`src/rtl/f_pc_ctrl_pkg.sv`:
```
// Shared constants for the fetch PC controller: default address map and redirect-FSM encoding.
// Also holds the fetch-address legality test used for the combinational adel_F flag.
package f_pc_ctrl_pkg;

   localparam logic [31:0] RESET_PC_DEF   = 32'h0000_3000;
   localparam logic [31:0] HANDLER_PC_DEF = 32'h0000_4180;
   localparam logic [31:0] IMEM_LO_DEF    = 32'h0000_3000;
   localparam logic [31:0] IMEM_HI_DEF    = 32'h0000_6FFC;
   localparam logic [31:0] PC_STEP        = 32'd4;

   typedef enum logic {
      RUN  = 1'b0,
      PEND = 1'b1
   } pc_state_t;

   function automatic logic pc_illegal(input logic [31:0] pc,
                                       input logic [31:0] lo,
                                       input logic [31:0] hi);
      return (pc[1:0] != 2'b00) || (pc < lo) || (pc > hi);
   endfunction

endpackage

```
`src/rtl/f_pc_ctrl_if.sv`:
```
// Redirect/stall inputs and fetch-address outputs between the pipeline control and the F stage.
// master drives the redirect requests; slave is the PC controller.
interface f_pc_ctrl_if;
   logic        stall;
   logic        Interrupt;
   logic        eret;
   logic [31:0] EPC;
   logic        br_valid;
   logic [31:0] br_target;
   logic [31:0] PC_F;
   logic        flush_D;
   logic        adel_F;
   logic        pend;

   modport master (
      output stall, Interrupt, eret, EPC, br_valid, br_target,
      input  PC_F, flush_D, adel_F, pend
   );

   modport slave (
      input  stall, Interrupt, eret, EPC, br_valid, br_target,
      output PC_F, flush_D, adel_F, pend
   );
endinterface

```
`src/rtl/f_pc_ctrl_pc_reg.sv`:
```
// 32-bit PC register: loads i_d on a rising edge when i_ld is high, one-cycle latency.
// Asynchronous active-low reset forces the parameter value; holds when i_ld is low.
module f_pc_reg #(
   parameter logic [31:0] RESET_VAL = 32'h0
) (
   input  logic        clk,
   input  logic        rst_n,
   input  logic        i_ld,
   input  logic [31:0] i_d,
   output logic [31:0] o_q
);

   logic [31:0] r_q;

   always_ff @(posedge clk or negedge rst_n) begin
      if (!rst_n) begin
         r_q <= RESET_VAL;
      end else if (i_ld) begin
         r_q <= i_d;
      end
   end

   assign o_q = r_q;

endmodule

```
`src/rtl/f_pc_ctrl.sv`:
```
// Fetch PC controller: next-PC select (interrupt > eret > pending redirect > branch > stall > +4), one-cycle update.
// A branch arriving under stall is parked in tgt_q until the stall releases; interrupts ignore stall.
module f_pc_ctrl
   import f_pc_ctrl_pkg::*;
#(
   parameter logic [31:0] RESET_PC   = RESET_PC_DEF,
   parameter logic [31:0] HANDLER_PC = HANDLER_PC_DEF,
   parameter logic [31:0] IMEM_LO    = IMEM_LO_DEF,
   parameter logic [31:0] IMEM_HI    = IMEM_HI_DEF
) (
   input  logic        clk,
   input  logic        reset,
   f_pc_ctrl_if.slave  bus
);

   pc_state_t   r_state;
   pc_state_t   w_next_state;
   logic [31:0] r_tgt;
   logic [31:0] w_tgt_d;
   logic [31:0] w_pc;
   logic [31:0] w_pc_d;
   logic [31:0] w_pc_plus4;
   logic        w_pc_ld;
   logic        w_eret_ok;

   assign w_pc_plus4 = w_pc + PC_STEP;
   assign w_eret_ok  = bus.eret && !bus.stall;

   always_ff @(posedge clk or negedge reset) begin
      if (!reset) begin
         r_state <= RUN;
         r_tgt   <= 32'h0;
      end else begin
         r_state <= w_next_state;
         r_tgt   <= w_tgt_d;
      end
   end

   always_comb begin
      w_next_state = r_state;
      w_tgt_d      = r_tgt;
      w_pc_d       = w_pc_plus4;
      w_pc_ld      = 1'b0;
      if (bus.Interrupt) begin
         w_pc_d       = HANDLER_PC;
         w_pc_ld      = 1'b1;
         w_next_state = RUN;
         w_tgt_d      = 32'h0;
      end else if (w_eret_ok) begin
         w_pc_d       = bus.EPC;
         w_pc_ld      = 1'b1;
         w_next_state = RUN;
         w_tgt_d      = 32'h0;
      end else if (r_state == PEND) begin
         // Parked redirect wins over any new branch; it leaves only when the stall drops.
         if (!bus.stall) begin
            w_pc_d       = r_tgt;
            w_pc_ld      = 1'b1;
            w_next_state = RUN;
         end
      end else if (bus.br_valid) begin
         if (!bus.stall) begin
            w_pc_d  = bus.br_target;
            w_pc_ld = 1'b1;
         end else begin
            w_tgt_d      = bus.br_target;
            w_next_state = PEND;
         end
      end else if (!bus.stall) begin
         w_pc_ld = 1'b1;
      end
   end

   f_pc_reg #(
      .RESET_VAL (RESET_PC)
   ) u_pc_reg (
      .clk   (clk),
      .rst_n (reset),
      .i_ld  (w_pc_ld),
      .i_d   (w_pc_d),
      .o_q   (w_pc)
   );

   // Outputs are gated by reset so nothing leaks while the core is held.
   assign bus.PC_F    = w_pc;
   assign bus.flush_D = reset && (bus.Interrupt || w_eret_ok);
   assign bus.adel_F  = reset && pc_illegal(w_pc, IMEM_LO, IMEM_HI);
   assign bus.pend    = (r_state == PEND);

endmodule

```
`src/flat_wrapper.sv`:
```
// flat-port wrapper written by rule: the top's interface ports become plain ports
module f_pc_ctrl_flat import f_pc_ctrl_pkg::*;
#(
   parameter logic [31:0] RESET_PC   = RESET_PC_DEF,
   parameter logic [31:0] HANDLER_PC = HANDLER_PC_DEF,
   parameter logic [31:0] IMEM_LO    = IMEM_LO_DEF,
   parameter logic [31:0] IMEM_HI    = IMEM_HI_DEF
)
  (clk, reset, bus_stall, bus_Interrupt, bus_eret, bus_EPC, bus_br_valid, bus_br_target, bus_PC_F, bus_flush_D, bus_adel_F, bus_pend);
  f_pc_ctrl_if bus_i ();
  input  logic clk;
  input  logic reset;
  input wire logic [$bits(bus_i.stall)-1:0] bus_stall;
  input wire logic [$bits(bus_i.Interrupt)-1:0] bus_Interrupt;
  input wire logic [$bits(bus_i.eret)-1:0] bus_eret;
  input wire logic [$bits(bus_i.EPC)-1:0] bus_EPC;
  input wire logic [$bits(bus_i.br_valid)-1:0] bus_br_valid;
  input wire logic [$bits(bus_i.br_target)-1:0] bus_br_target;
  output wire logic [$bits(bus_i.PC_F)-1:0] bus_PC_F;
  output wire logic [$bits(bus_i.flush_D)-1:0] bus_flush_D;
  output wire logic [$bits(bus_i.adel_F)-1:0] bus_adel_F;
  output wire logic [$bits(bus_i.pend)-1:0] bus_pend;
  assign bus_i.stall = bus_stall;
  assign bus_i.Interrupt = bus_Interrupt;
  assign bus_i.eret = bus_eret;
  assign bus_i.EPC = bus_EPC;
  assign bus_i.br_valid = bus_br_valid;
  assign bus_i.br_target = bus_br_target;
  assign bus_PC_F = bus_i.PC_F;
  assign bus_flush_D = bus_i.flush_D;
  assign bus_adel_F = bus_i.adel_F;
  assign bus_pend = bus_i.pend;
  f_pc_ctrl #(.RESET_PC(RESET_PC), .HANDLER_PC(HANDLER_PC), .IMEM_LO(IMEM_LO), .IMEM_HI(IMEM_HI)) u_core (.clk(clk), .reset(reset), .bus(bus_i));
endmodule
```
`config.mk`:
```
export PLATFORM = sky130hd
export DESIGN_NAME = f_pc_ctrl_flat
export DESIGN_NICKNAME = d
export VERILOG_FILES = /design/src/rtl/f_pc_ctrl_pkg.sv /design/src/rtl/f_pc_ctrl_if.sv /design/src/rtl/f_pc_ctrl_pc_reg.sv /design/src/rtl/f_pc_ctrl.sv /design/src/flat_wrapper.sv
export SDC_FILE = /design/constraint.sdc
export NUM_CORES = 1
export LEC_CHECK = 0
export BUFFER_PORTS_ARGS = -buffer_cell sky130_fd_sc_hd__buf_2
export CAP_MARGIN = 0
export CORE_AREA = 2 2 97 99
export DETAILED_ROUTE_END_ITERATION = 12
export DIE_AREA = 0 0 99 101
export PLACE_DENSITY = 0.76
export SYNTH_ARGS = -nofsm -noshare
export SYNTH_HDL_FRONTEND = slang
export SYNTH_SLANG_ARGS = --single-unit
```
`constraint.sdc`:
```
create_clock -name clk -period 1.8 [get_ports clk]
set_clock_uncertainty 0.15 [all_clocks]
set_input_delay 0.54 -clock clk [delete_from_list [all_inputs] [get_ports clk]]
set_output_delay 0.54 -clock clk [all_outputs]
set_load 0.005 [all_outputs]
```
Word-level counts from Yosys, hierarchy flattened
Cells that the tools add are included.
- memory bits (writable): 0
- logic and storage cells: 37
- bits in latches: 0
- bits in read-only memories: 0
- register bits after elaboration: 65
- memories kept: 0
- bits of input ports: 70
- multipliers: 0
- equality and inequality tests: 1
- multiplexer cells: 19
- $add $sub $neg: 1
- bitwise gates (word level): 0
- shift operators: 0
- reduce and logical (&&, ||, !) cells: 11
- order comparisons: 2
- div/mod/pow operators: 0
- operators with widths (kind ; count):
    32-bit 2-to-1 mux ; 11
    32-bit by 3-bit adder with 32-bit output, second input constant ; 1
    32-bit by 15-bit > comparator with 1-bit output, second input constant ; 1
    32-bit by 14-bit < comparator with 1-bit output, second input constant ; 1
    1-bit 2-to-1 mux ; 8
    3-bit nonzero test ; 2
    1-bit logical AND ; 3
    1-bit logical OR ; 3
    3-bit != test, second input constant ; 1
    3-bit AND reduction ; 1
    2-bit nonzero test ; 1
    1-bit zero test ; 1

Logic depth before layout (Yosys ltp)
Gate-level depths: netlist of run 1.
- depth in word-level cells: 6
- gate-level depth with buffers: 7
- depth with buffers taken out: 6

Cells and area by module
From an unflattened synthesis of run 1, not the netlist that was laid out.
- cell total of the unflattened synthesis: 445
- area, all modules: 4350.4 um^2
- modules (own cells, without submodules) (module ; area each (um^2) ; cells each ; sequential area each (um^2) ; times used):
    f_pc_ctrl ; 3002.9 ; 377 ; 825.8 ; 1
    f_pc_reg ; 1347.5 ; 68 ; 803.3 ; 1

Worst setup path after synthesis of run 1
OpenSTA, ideal clock, no wires.
- path type: reg2reg
- start: register u_core.u_pc_reg.r_q[13], in the netlist u_core.u_pc_reg.o_q[13]
- end: register u_core.u_pc_reg.r_q[28], in the netlist u_core.u_pc_reg.o_q[28]
- library setup time: 0.125 ns
- stages on the path, launching flop included: 6
- arrival time: 1.663 ns
- slack: -0.138 ns
- clock period less this slack: 1.938 ns
- buffers on the path: 0
- cell sequence: dfstp_2 nand2_1 nor4_2 nand4_1 mux2i_1 a2111oi_0
- longest elaborated chain between the ends: 6
- RTL lines (what ; line ; text):
    start: declaration ; f_pc_ctrl_pc_reg.sv:13 ; logic [31:0] r_q;
    start signal: assignment ; f_pc_ctrl_pc_reg.sv:19 ; r_q <= i_d;
    32-bit by 3-bit adder with 32-bit output (*) ; f_pc_ctrl.sv:26 ; assign w_pc_plus4 = w_pc + PC_STEP;
    32-bit 2-to-1 mux ; f_pc_ctrl.sv:62 ; if (!bus.stall) begin
    32-bit 2-to-1 mux ; f_pc_ctrl.sv:61 ; end else if (bus.br_valid) begin
    32-bit 2-to-1 mux (*) ; f_pc_ctrl.sv:54 ; end else if (r_state == PEND) begin
    32-bit 2-to-1 mux (*) ; f_pc_ctrl.sv:49 ; end else if (w_eret_ok) begin
    32-bit 2-to-1 mux (*) ; f_pc_ctrl.sv:44 ; if (bus.Interrupt) begin
Mark *: on every way between the ends. The rest lies on a longest branch, timed or not.
A chain may end at the register's enable or synchronous reset.

Worst setup path in the final report of run 1
- start: register u_core.u_pc_reg.r_q[20], in the netlist u_core.u_pc_reg.o_q[20]
- end: output port bus_adel_F
- longest elaborated chain between the ends: 4
- RTL lines (what ; line ; text):
    32-bit by 14-bit < comparator with 1-bit output ; f_pc_ctrl_pkg.sv:19 ; return (pc[1:0] != 2'b00) || (pc < lo) || (pc > hi);
    1-bit logical OR ; f_pc_ctrl_pkg.sv:19 ;
    1-bit logical OR (*) ; f_pc_ctrl_pkg.sv:19 ;
    1-bit logical AND (*) ; f_pc_ctrl.sv:87 ; assign bus.adel_F = reset && pc_illegal(w_pc, IMEM_LO, IMEM_HI);
    end: declaration ; flat_wrapper.sv:21 ; output wire logic [$bits(bus_i.adel_F)-1:0] bus_adel_F;
Marks and branches as above.

==> results of run 1 <==
-- power groups by stage --
stage | Sequential, W | Clock [W] | Combinational, W
after floorplan | 0.00164 | 0 | 0.000414
after global placement | 0.00161 | 0 | 0.000932
after detailed placement | 0.00162 | 0 | 0.000947
after CTS | 0.00159 | 0.00139 | 0.000991
after global routing | 0.00161 | 0.00147 | 0.00117
final | 0.00160 | 0.00139 | 0.00109
-- worst reg2reg max path, delay by kind of cell, from the launching register on --
kind | cells | cell delay (ns)
multiplexers | 1 | 0.15
buffers and inverters | 4 | 0.49
AO/OA/AOI/OAI | 1 | 0.36
AND/OR/NAND/NOR | 3 | 0.40
flip-flops | 1 | 0.43
-- sequential cells by signal, summed over array words and instances (netlist names) --
register	count
u_core.r_tgt	32
u_core.bus.pend	1
u_core.u_pc_reg.o_q	32
-- placed cells by master, fill, tap and decap left out, types with 6 or more instances in the layout --
cell type  count
a221oi_1      10
nand2_1       85
dfrtp_1       58
buf_4        113
o221ai_1       7
a21oi_1       62
a31oi_1        6
clkbuf_8       9
buf_2         99
nor2_1        38
nand3_2        7
nor3_1        12
o21ai_0       20
inv_1         12
nand4_1       12
mux2i_1        6
buf_6         18
xor2_1        10
and3_1        10
nand2b_1       6
nand3_1       14
-- timing repair --
action / 4_1_cts / 5_1_grt
setup endpoints to repair: 25 / 37
gates resized for setup: 38 / 48
pin swaps: 25 / 25
hold endpoints to repair: 0 / 0
cloned: 0 / 1
buffers inserted: 5 / 17
-- final timing paths --
check / start / depth (start not counted) / slack, ns / end
worst min-delay path: reset / 2 / 0.17 / u_core.r_tgt[4]
min in group clk: bus_br_target[21] / 3 / 0.28 / u_core.r_tgt[21]
worst max-delay path: u_core.u_pc_reg.o_q[20] / 5 / -0.57 / bus_adel_F
worst min register to register: u_core.r_tgt[10] / 2 / 0.37 / u_core.r_tgt[10]
max in group asynchronous: reset / 2 / 0.77 / u_core.bus.pend
worst max register to register: u_core.u_pc_reg.o_q[18] / 9 / -0.30 / u_core.u_pc_reg.o_q[28]
-- through the flow --
| stage | cells | cell area (um^2) | setup slack [ns] |
|---|---|---|---|
| final | 860 | 6410 | -0.566 |
| after global routing | 860 | 6410 | -0.632 |
| after CTS | 844 | 6060 | -0.572 |
| after detailed placement | 823 | 5660 | -0.363 |
| after global placement | 823 | 5660 | -0.357 |
| after floorplan | 547 | 4360 | -0.0185 |
-- kinds of logic after synthesis --
group	count (synthesis)	synth area share, %
AND/OR/NAND/NOR	226	25.4
multiplexers	8	1.91
AO/OA/AOI/OAI	168	25.4
buffers and inverters	63	5.98
flip-flops	65	37.8
adder cells (fa/ha/maj)	1	0.290
XOR/XNOR	16	3.25
-- cell type report --
| type | count | area [um^2] |
|---|---|---|
| inverter | 14 | 52.6 |
| fill | 667 | 2570 |
| clock inverter | 6 | 82.6 |
| sequential | 65 | 1640 |
| clock buffer | 10 | 128 |
| tap | 111 | 139 |
| multi-input combinational | 419 | 2720 |
| timing repair buffer | 235 | 1650 |
-- metal layers --
layer,vias to the layer above,track usage [%]
li1,2385,-
met1,2560,44.3
met2,386,52.6
met3,72,7.56
met4,0,12.8
met5,-,0
==> metrics, run 1 <==
met3 wire len=1870 um; top layer in use=met4; setup TNS=-3.53 ns; CTS Hold Bufs=0; most frequent cell after synthesis=nand2_1; crit path DAT=around 1.7 ns; failing checks=negative setup slack; VDD IR max=0.551 mV; max cap viols=0; first-pass GRT wire length=25800 um; Unique masters post-synth=59; Ys Warns=0; Worst Tran Pin Value=0.598 ns; routability congestion estimate=slightly below 1; Die W=99 um; clock sink count=65; n_diodes=0; cell area power density=637 nW/um^2; Area contributors post-synth=dfrtp_1, nand2_1, a21oi_1, nor2_1, clkbuf_1; DRT antenna net count=0; critical-path cell list=nor4_2 > buf_4 > nand3_2 > o31a_1 > buf_2; Pins Over Slew Limit=0; DRT Wirelength=17100 um; vias in the first global route=4959; internal cell power=0.00281 W; crit end category=output port; outcome=finished with violations; largest net degree at the start of global routing=43; number of flops mapped to enable cells by yosys=0; Yosys top cell area share=36.6%; met1 WL=6580 um; Worst path slowest cell=dfrtp_1; buffer depth of the longest clock path=2; Worst Path Buf+Inv=2; Initial Util=between 40 and 50%; relative slew slack=60.1%; Largest delay share family, worst path=flip-flops; CTS H-tree depth=3; die area=10000 um^2; combinational share of power=26.8%; ys flop type=dfrtp_1; total congestion overflow=0; layout cells sized above 1=41.7%; top cells by count, synth=nand2_1, a21oi_1, dfrtp_1; critical path data required time=around 1.1 ns; Yosys reg bits=65; RSZ-0062 raised after global routing=yes; total track usage=between 30% and 40%; fin util=71.4%; CP peak stage delay=just over 0.4 ns; row cnt=35; First DRT Iteration DRCs=551; sequential share of power=39.2%; metal2 WL=8010 um; period utilisation layout=131%; Max Freq=423 MHz; endpoints failing hold=0; CTS tree=built; NetSw=roughly 0.0013 W; cts bufs inserted=9; leakage power=approximately 3 nW; P&R area growth vs syn=48.5%; detailed placement HPWL=12100 um; CP max FO=2; Avg WL per Cell=19.9 um; syn_area_per_cell=~7.9 um^2; Clock power frac=34.0%; chip height=101 um; IO buf count=approximately 100; vias per inst=6.28; drt pass-1 iters=6; Root Buffer=clkbuf_8; worst setup margin=-0.566 ns; sw frac=31.1%; Mapped Area=4310 um^2; Hold Slack=approximately 0.17 ns; core area=8980 um^2; final critical path time including I/O delays and setup=2.37 ns; Net Count, Synth=618; Pwr Total=0.00408 W; Setup Crit Path Kind=flip-flop to output port; DRC viols=0; worst min-delay path class=input pin to asynchronous set/reset pin; top-level port count=between 100 and 150; asr flop ratio synth=100%; Clk pin slew, worst setup/hold paths=0.08 ns; final setup violation count=19; clk_lat worst skew=0.35 ns; initial antenna violation count=0; Startpoint Class=flip-flop; cell taking the most area after synthesis=dfrtp_1; Final nets=slightly above 800; routed via count=approximately 5400; post-synthesis instance total=about 550; Seq/Total Area, Yosys=37.8%
Power figures use the tool's default switching activity.
==> inputs of run 2 (changes only) <==
--- a/config.mk
+++ b/config.mk
@@ -12,3 +12,5 @@
 export DIE_AREA = 0 0 99 101
+export GPL_TIMING_DRIVEN = 0
 export PLACE_DENSITY = 0.76
+export SETUP_SLACK_MARGIN = 0.1
 export SYNTH_ARGS = -nofsm -noshare
==> constraint.sdc (replaced) <==
create_clock -name clk -period 1.8 [get_ports clk]
set_clock_uncertainty 0.15 [all_clocks]
set_input_delay 0.36 -clock clk [delete_from_list [all_inputs] [get_ports clk]]
set_output_delay 0.36 -clock clk [all_outputs]
set_load 0.005 [all_outputs]
==> run 2 against run 1 <==
The flow finishes with violations (negative hold slack, negative setup slack). Clock power grew 8%. Critical path type unchanged. Flip-flop and latch count is the same. Power grew 2.9%. Critical endpoint unchanged. Final cell count shrank 3.4%.
==> metrics, run 2 (synthesis gave the netlist of run 1 again) <==
outcome=finished with violations; failing checks=negative hold slack, negative setup slack; Pins Over Slew Limit=0; Initial Util=48.0%; first-pass GRT wire length=~26000 um; Hold Slack=-0.195 ns; top-level port count=105; chip height=101 um; Root Buffer=clkbuf_8; cell area power density=662 nW/um^2; Placed Instances=between 700 and 800; area of the multi-input gates=2920 um^2; VDD IR max=between 0.4 and 0.5 mV; total track usage=34.3%; FF/Latch Area=1650 um^2; critical path data required time=1.29 ns; routed via count=5430; detailed placement HPWL=11700 um; Setup Crit Path Kind=flip-flop to output port; leakage power=around 2.8 nW; NetSw=roughly 0.0014 W; routability congestion estimate=0.943; most frequent cells in the layout=buf_2, nand2_1, a21oi_1; Final nets=786; period utilisation layout=116%; Clk pin slew, worst setup/hold paths=0.08 ns; non-filler instance count after layout=a little over 800; P&R area growth vs syn=47.1%; core area=8980 um^2; clk_lat worst skew=about 0.36 ns; sw frac=32.2%; internal cell power=0.00285 W; DRT Wirelength=18200 um; DRT antenna net count=0; RSZ-0062 raised after global routing=yes; die area=10000 um^2; worst min-delay path class=input pin to asynchronous set/reset pin; endpoints failing hold=between 60 and 70; Avg WL per Cell=22.0 um; Die W=99 um; initial antenna violation count=0; CTS tree=built; drt pass-1 iters=5; crit end category=output port; combinational share of power=25.5%; vias per inst=6.53; sequential share of power=approximately 39%; CP max FO=2; First DRT Iteration DRCs=711; layout cells sized above 1=42.1%; n_diodes=0; IO buf count=slightly above 100; row cnt=35; register-to-register setup slack=-0.22 ns; Pwr Total=0.00420 W; Max Freq=477 MHz; most common cell after layout, fill and taps aside=buf_2; max cap viols=0; largest net degree at the start of global routing=68; Startpoint Class=flip-flop; crit path DAT=1.59 ns; vias in the first global route=4911; DRC viols=0; worst r2r src=u_core.u_pc_reg.o_q[2]; relative slew slack=between 50 and 60%; buffer depth of the longest clock path=2; Worst R2R Path Depth=6; cts bufs inserted=9; Worst Tran Pin Value=0.710 ns; total congestion overflow=0; final critical path time including I/O delays and setup=2.10 ns; final setup violation count=20; RR Endpoint=u_core.u_pc_reg.o_q[28]; clock sink count=65; worst setup margin=-0.295 ns; Clock power frac=35.7%; Fill cells=roughly 650; CTS H-tree depth=3
==> run 2: final cells by class <==
class	instances	share of cell area, %
Clock inverter	5	1.22
Clock buffer	11	2.39
Buffer	49	5.46
Sequential cell	65	26.1
Tap cell	111	2.19
Inverter	14	1.01
Multi-Input combinational cell	419	46.0
Timing Repair Buffer	157	15.7
==> run 2: metrics by stage <==
step	setup WS (ns)	area [um^2]	util [%]	TNS (ns)	hold WS, ns
final	-0.295	6350	70.7	-2.67	-0.195
after global routing	-0.339	6350	70.7	-3.99	-0.159
after CTS	-0.288	5810	64.7	-2.45	-0.175
after detailed placement	-0.535	5020	55.9	-23.25	0.363
after global placement	-0.708	5020	55.9	-30.87	0.355
after floorplan	-0.0126	4360	-	-0.0228	-0.0856
==> run 2: power by group through the flow <==
stage	registers (W)	logic [W]	clock network, W
global route	0.00164	0.00114	0.00156
global placement	0.00165	0.000738	0
detailed placement	0.00165	0.000746	0
CTS	0.00162	0.000900	0.00148
floorplan	0.00164	0.000412	0
finish	0.00163	0.00107	0.00150
==> run 2: routing by layer <==
| layer | vias up | wire [um] | part of all wire (%) | GRT usage (%) |
|---|---|---|---|---|
| li1 | 2328 | - | - | - |
| met1 | 2535 | 6730 | 37 | 46.7 |
| met2 | 473 | 8140 | 45 | 52.7 |
| met3 | 94 | 2470 | 14 | 8.67 |
| met4 | 0 | 905 | 5.0 | 13.6 |
| met5 | - | 0 | 0 | 0 |
==> run 2: worst max path at each step <==
stage	from	to	slack (ns)	cells past startpoint
after floorplan	u_core.u_pc_reg.o_q[5]	u_core.u_pc_reg.o_q[28]	-0.01	6
after global placement	reset	bus_adel_F	-0.71	3
after detailed placement	bus_stall	u_core.u_pc_reg.o_q[13]	-0.54	6
after CTS	u_core.u_pc_reg.o_q[24]	bus_adel_F	-0.29	5
after global routing	u_core.u_pc_reg.o_q[2]	u_core.u_pc_reg.o_q[28]	-0.34	6
final	u_core.u_pc_reg.o_q[13]	bus_adel_F	-0.30	4
==> run 2: worst max-delay path: stages, from the launching register on <==
cell and delay, ns:
dfstp_2 0.57, nand2_4 0.07, xor2_1 0.14, o31a_1 0.31, buf_2 0.13
==> run 2: what timing repair did <==
action                     in CTS  in global routing
setup buffers                  31                 22
gates cloned                    2                  0
pin swaps                      24                 41
hold endpoints to repair       63                 63
setup endpoints to repair      67                 65
resized for setup             104                101
==> inputs of run 3 (changes only) <==
CORE_AREA = 2 2 101 103   (was 2 2 97 99)
DIE_AREA = 0 0 103 105   (was 0 0 99 101)
PLACE_DENSITY = 0.68   (was 0.76)
clock period = 2.05 ns   (was 1.8 ns; I/O delays follow)
==> run 3 against run 2 <==
Final area down 6.8%. The run still ends with negative hold slack, negative setup slack left. Final cell count grew 0.84%. Non-clock buffer count is 15 lower. Worst setup slack better by 0.19 ns. Global-route usage fell by 2.3 points. Register-to-register slack improved by 0.17 ns.
==> metrics, run 3 (synthesis gave the netlist of run 1 again) <==
total congestion overflow=0; max cap viols=0; fin util=around three fifths; internal cell power=0.00249 W; Avg WL per Cell=21.0 um; buffer depth of the longest clock path=2; clock sink count=65; routability congestion estimate=around 0.95; P&R area growth vs syn=37.1%; VDD IR max=0.340 mV; Clk pin slew, worst setup/hold paths=about 0.090 ns; Die W=103 um; total track usage=32.1%; Worst path slowest cell=dfrtp_1; layout cells sized above 1=35.9%; failing checks=negative hold slack, negative setup slack; CTS H-tree depth=3; most frequent cells in the layout=buf_2, nand2_1, a21oi_1; drt pass-1 iters=5; outcome=finished with violations; largest net degree at the start of global routing=68; NetSw=between 0.001 and 0.0015 W; routed via count=between 5000 and 6000; cell area power density=616 nW/um^2; Initial Util=44.7%; Root Buffer=clkbuf_8; Fill cells=912; most common cell after layout, fill and taps aside=buf_2; Worst Tran Pin Value=0.845 ns; DRC viols=0; RSZ-0062 raised after global routing=yes; sw frac=31.5%; DRT antenna net count=0; Clock power frac=between 30% and 40%; n_diodes=0; first-pass GRT wire length=approximately 26000 um; DRT Wirelength=about 18000 um; initial antenna violation count=0; crit end category=output port; CTS tree=built; pre-CTS WS=-0.345 ns; chip height=105 um; Hold Slack=-0.100 ns; area of the multi-input gates=~2700 um^2; worst setup margin=-0.108 ns; Layout Cell Area excl Fill=5910 um^2; die area=10800 um^2; critical path data required time=roughly 1.5 ns; Pins Over Slew Limit=0; top-level port count=105; cts bufs inserted=9; combinational share of power=a little under a quarter; IO buf count=slightly above 100; clk_lat worst skew=between 0.3 and 0.4 ns; endpoints failing hold=63; critical-path cell list=nor4_2 > nand2_1 > o31a_1 > buf_2; Setup Crit Path Kind=flip-flop to output port; CP peak stage delay=between 0.4 and 0.5 ns; core area=between 9000 and 10000 um^2; Worst R2R Path Depth=5; vias in the first global route=4715; row cnt=36; leakage power=~2.6 nW; Max Freq=around 460 MHz; CP max FO=2; FF/Latch Area=1650 um^2; relative slew slack=43.0%; Final nets=771; vias per inst=about 6.2; detailed placement HPWL=around 12000 um; area of placed instances=about 5000 um^2; final setup violation count=5; crit path DAT=1.60 ns; period utilisation layout=105%; Startpoint Class=flip-flop; First DRT Iteration DRCs=around 620; sequential share of power=39.1%; final critical path time including I/O delays and setup=2.16 ns; worst min-delay path class=input pin to asynchronous set/reset pin
==> run 3: cell types whose count changed in the layout (fill, tap and decap cells not counted), moves of 4 or more <==
cell	change
clkbuf_2	+6
buf_6	-4
o21ai_1	-4
o21ai_0	+5
clkbuf_1	+7
buf_4	-13
buf_8	-5
a221oi_1	+4
==> run 3: stage by stage <==
stage,power (W),setup TNS [ns],std cells
detailed placement,0.00210,-12.53,783
global placement,0.00210,-12.23,783
global route,0.00375,-0.923,838
floorplan,0.00179,0,547
CTS,0.00355,-0.287,827
finish,0.00364,-0.201,838
==> run 3: worst paths after layout <==
check / startpoint / to / slack (ns)
worst min-delay path: reset / u_core.r_tgt[11] / -0.10
worst max-delay path: u_core.u_pc_reg.o_q[29] / bus_adel_F / -0.11
min in group clk: bus_br_target[21] / u_core.r_tgt[21] / 0.14
worst max register to register: u_core.bus.pend / u_core.u_pc_reg.o_q[16] / -0.05
max in group asynchronous: reset / u_core.u_pc_reg.o_q[22] / 1.37
worst min register to register: u_core.r_tgt[25] / u_core.r_tgt[25] / 0.37
==> run 3: final cells by class <==
class,count,area share [%]
multi-input combinational,419,45.1
sequential,65,27.9
timing repair buffer,143,14.6
buffer,48,4.55
tap,133,2.81
clock buffer,10,2.16
clock inverter,6,1.97
inverter,14,0.952
==> run 3: power by group through the flow <==
stage | combinational (W) | sequential (W) | clock (W)
detailed placement | 0.000654 | 0.00145 | 0
finish | 0.000822 | 0.00142 | 0.00140
CTS | 0.000750 | 0.00141 | 0.00139
global placement | 0.000651 | 0.00145 | 0
floorplan | 0.000357 | 0.00143 | 0
global route | 0.000880 | 0.00143 | 0.00144
==> run 3: critical path: cells and delay by family, from the launching register on <==
family / cells / cell delay (ns)
AO/OA/AOI/OAI: 1 / 0.31
AND/OR/NAND/NOR: 2 / 0.38
buffers and inverters: 1 / 0.13
flip-flops: 1 / 0.41
==> run 3: repair_timing <==
action	CTS	global route
hold endpoints to repair	63	63
resized for setup	61	69
buffers inserted	28	12
pin swaps	8	29
setup endpoints to repair	59	62
cloned	1	0
==> run 3: routing by layer <==
| metal | GRT usage, % | up-vias | wire, um |
|---|---|---|---|
| li1 | - | 2292 | - |
| met1 | 47.5 | 2421 | 7060 |
| met2 | 45.1 | 416 | 7780 |
| met3 | 6.29 | 58 | 2180 |
| met4 | 13.5 | 0 | 544 |
| met5 | 0 | - | 0 |
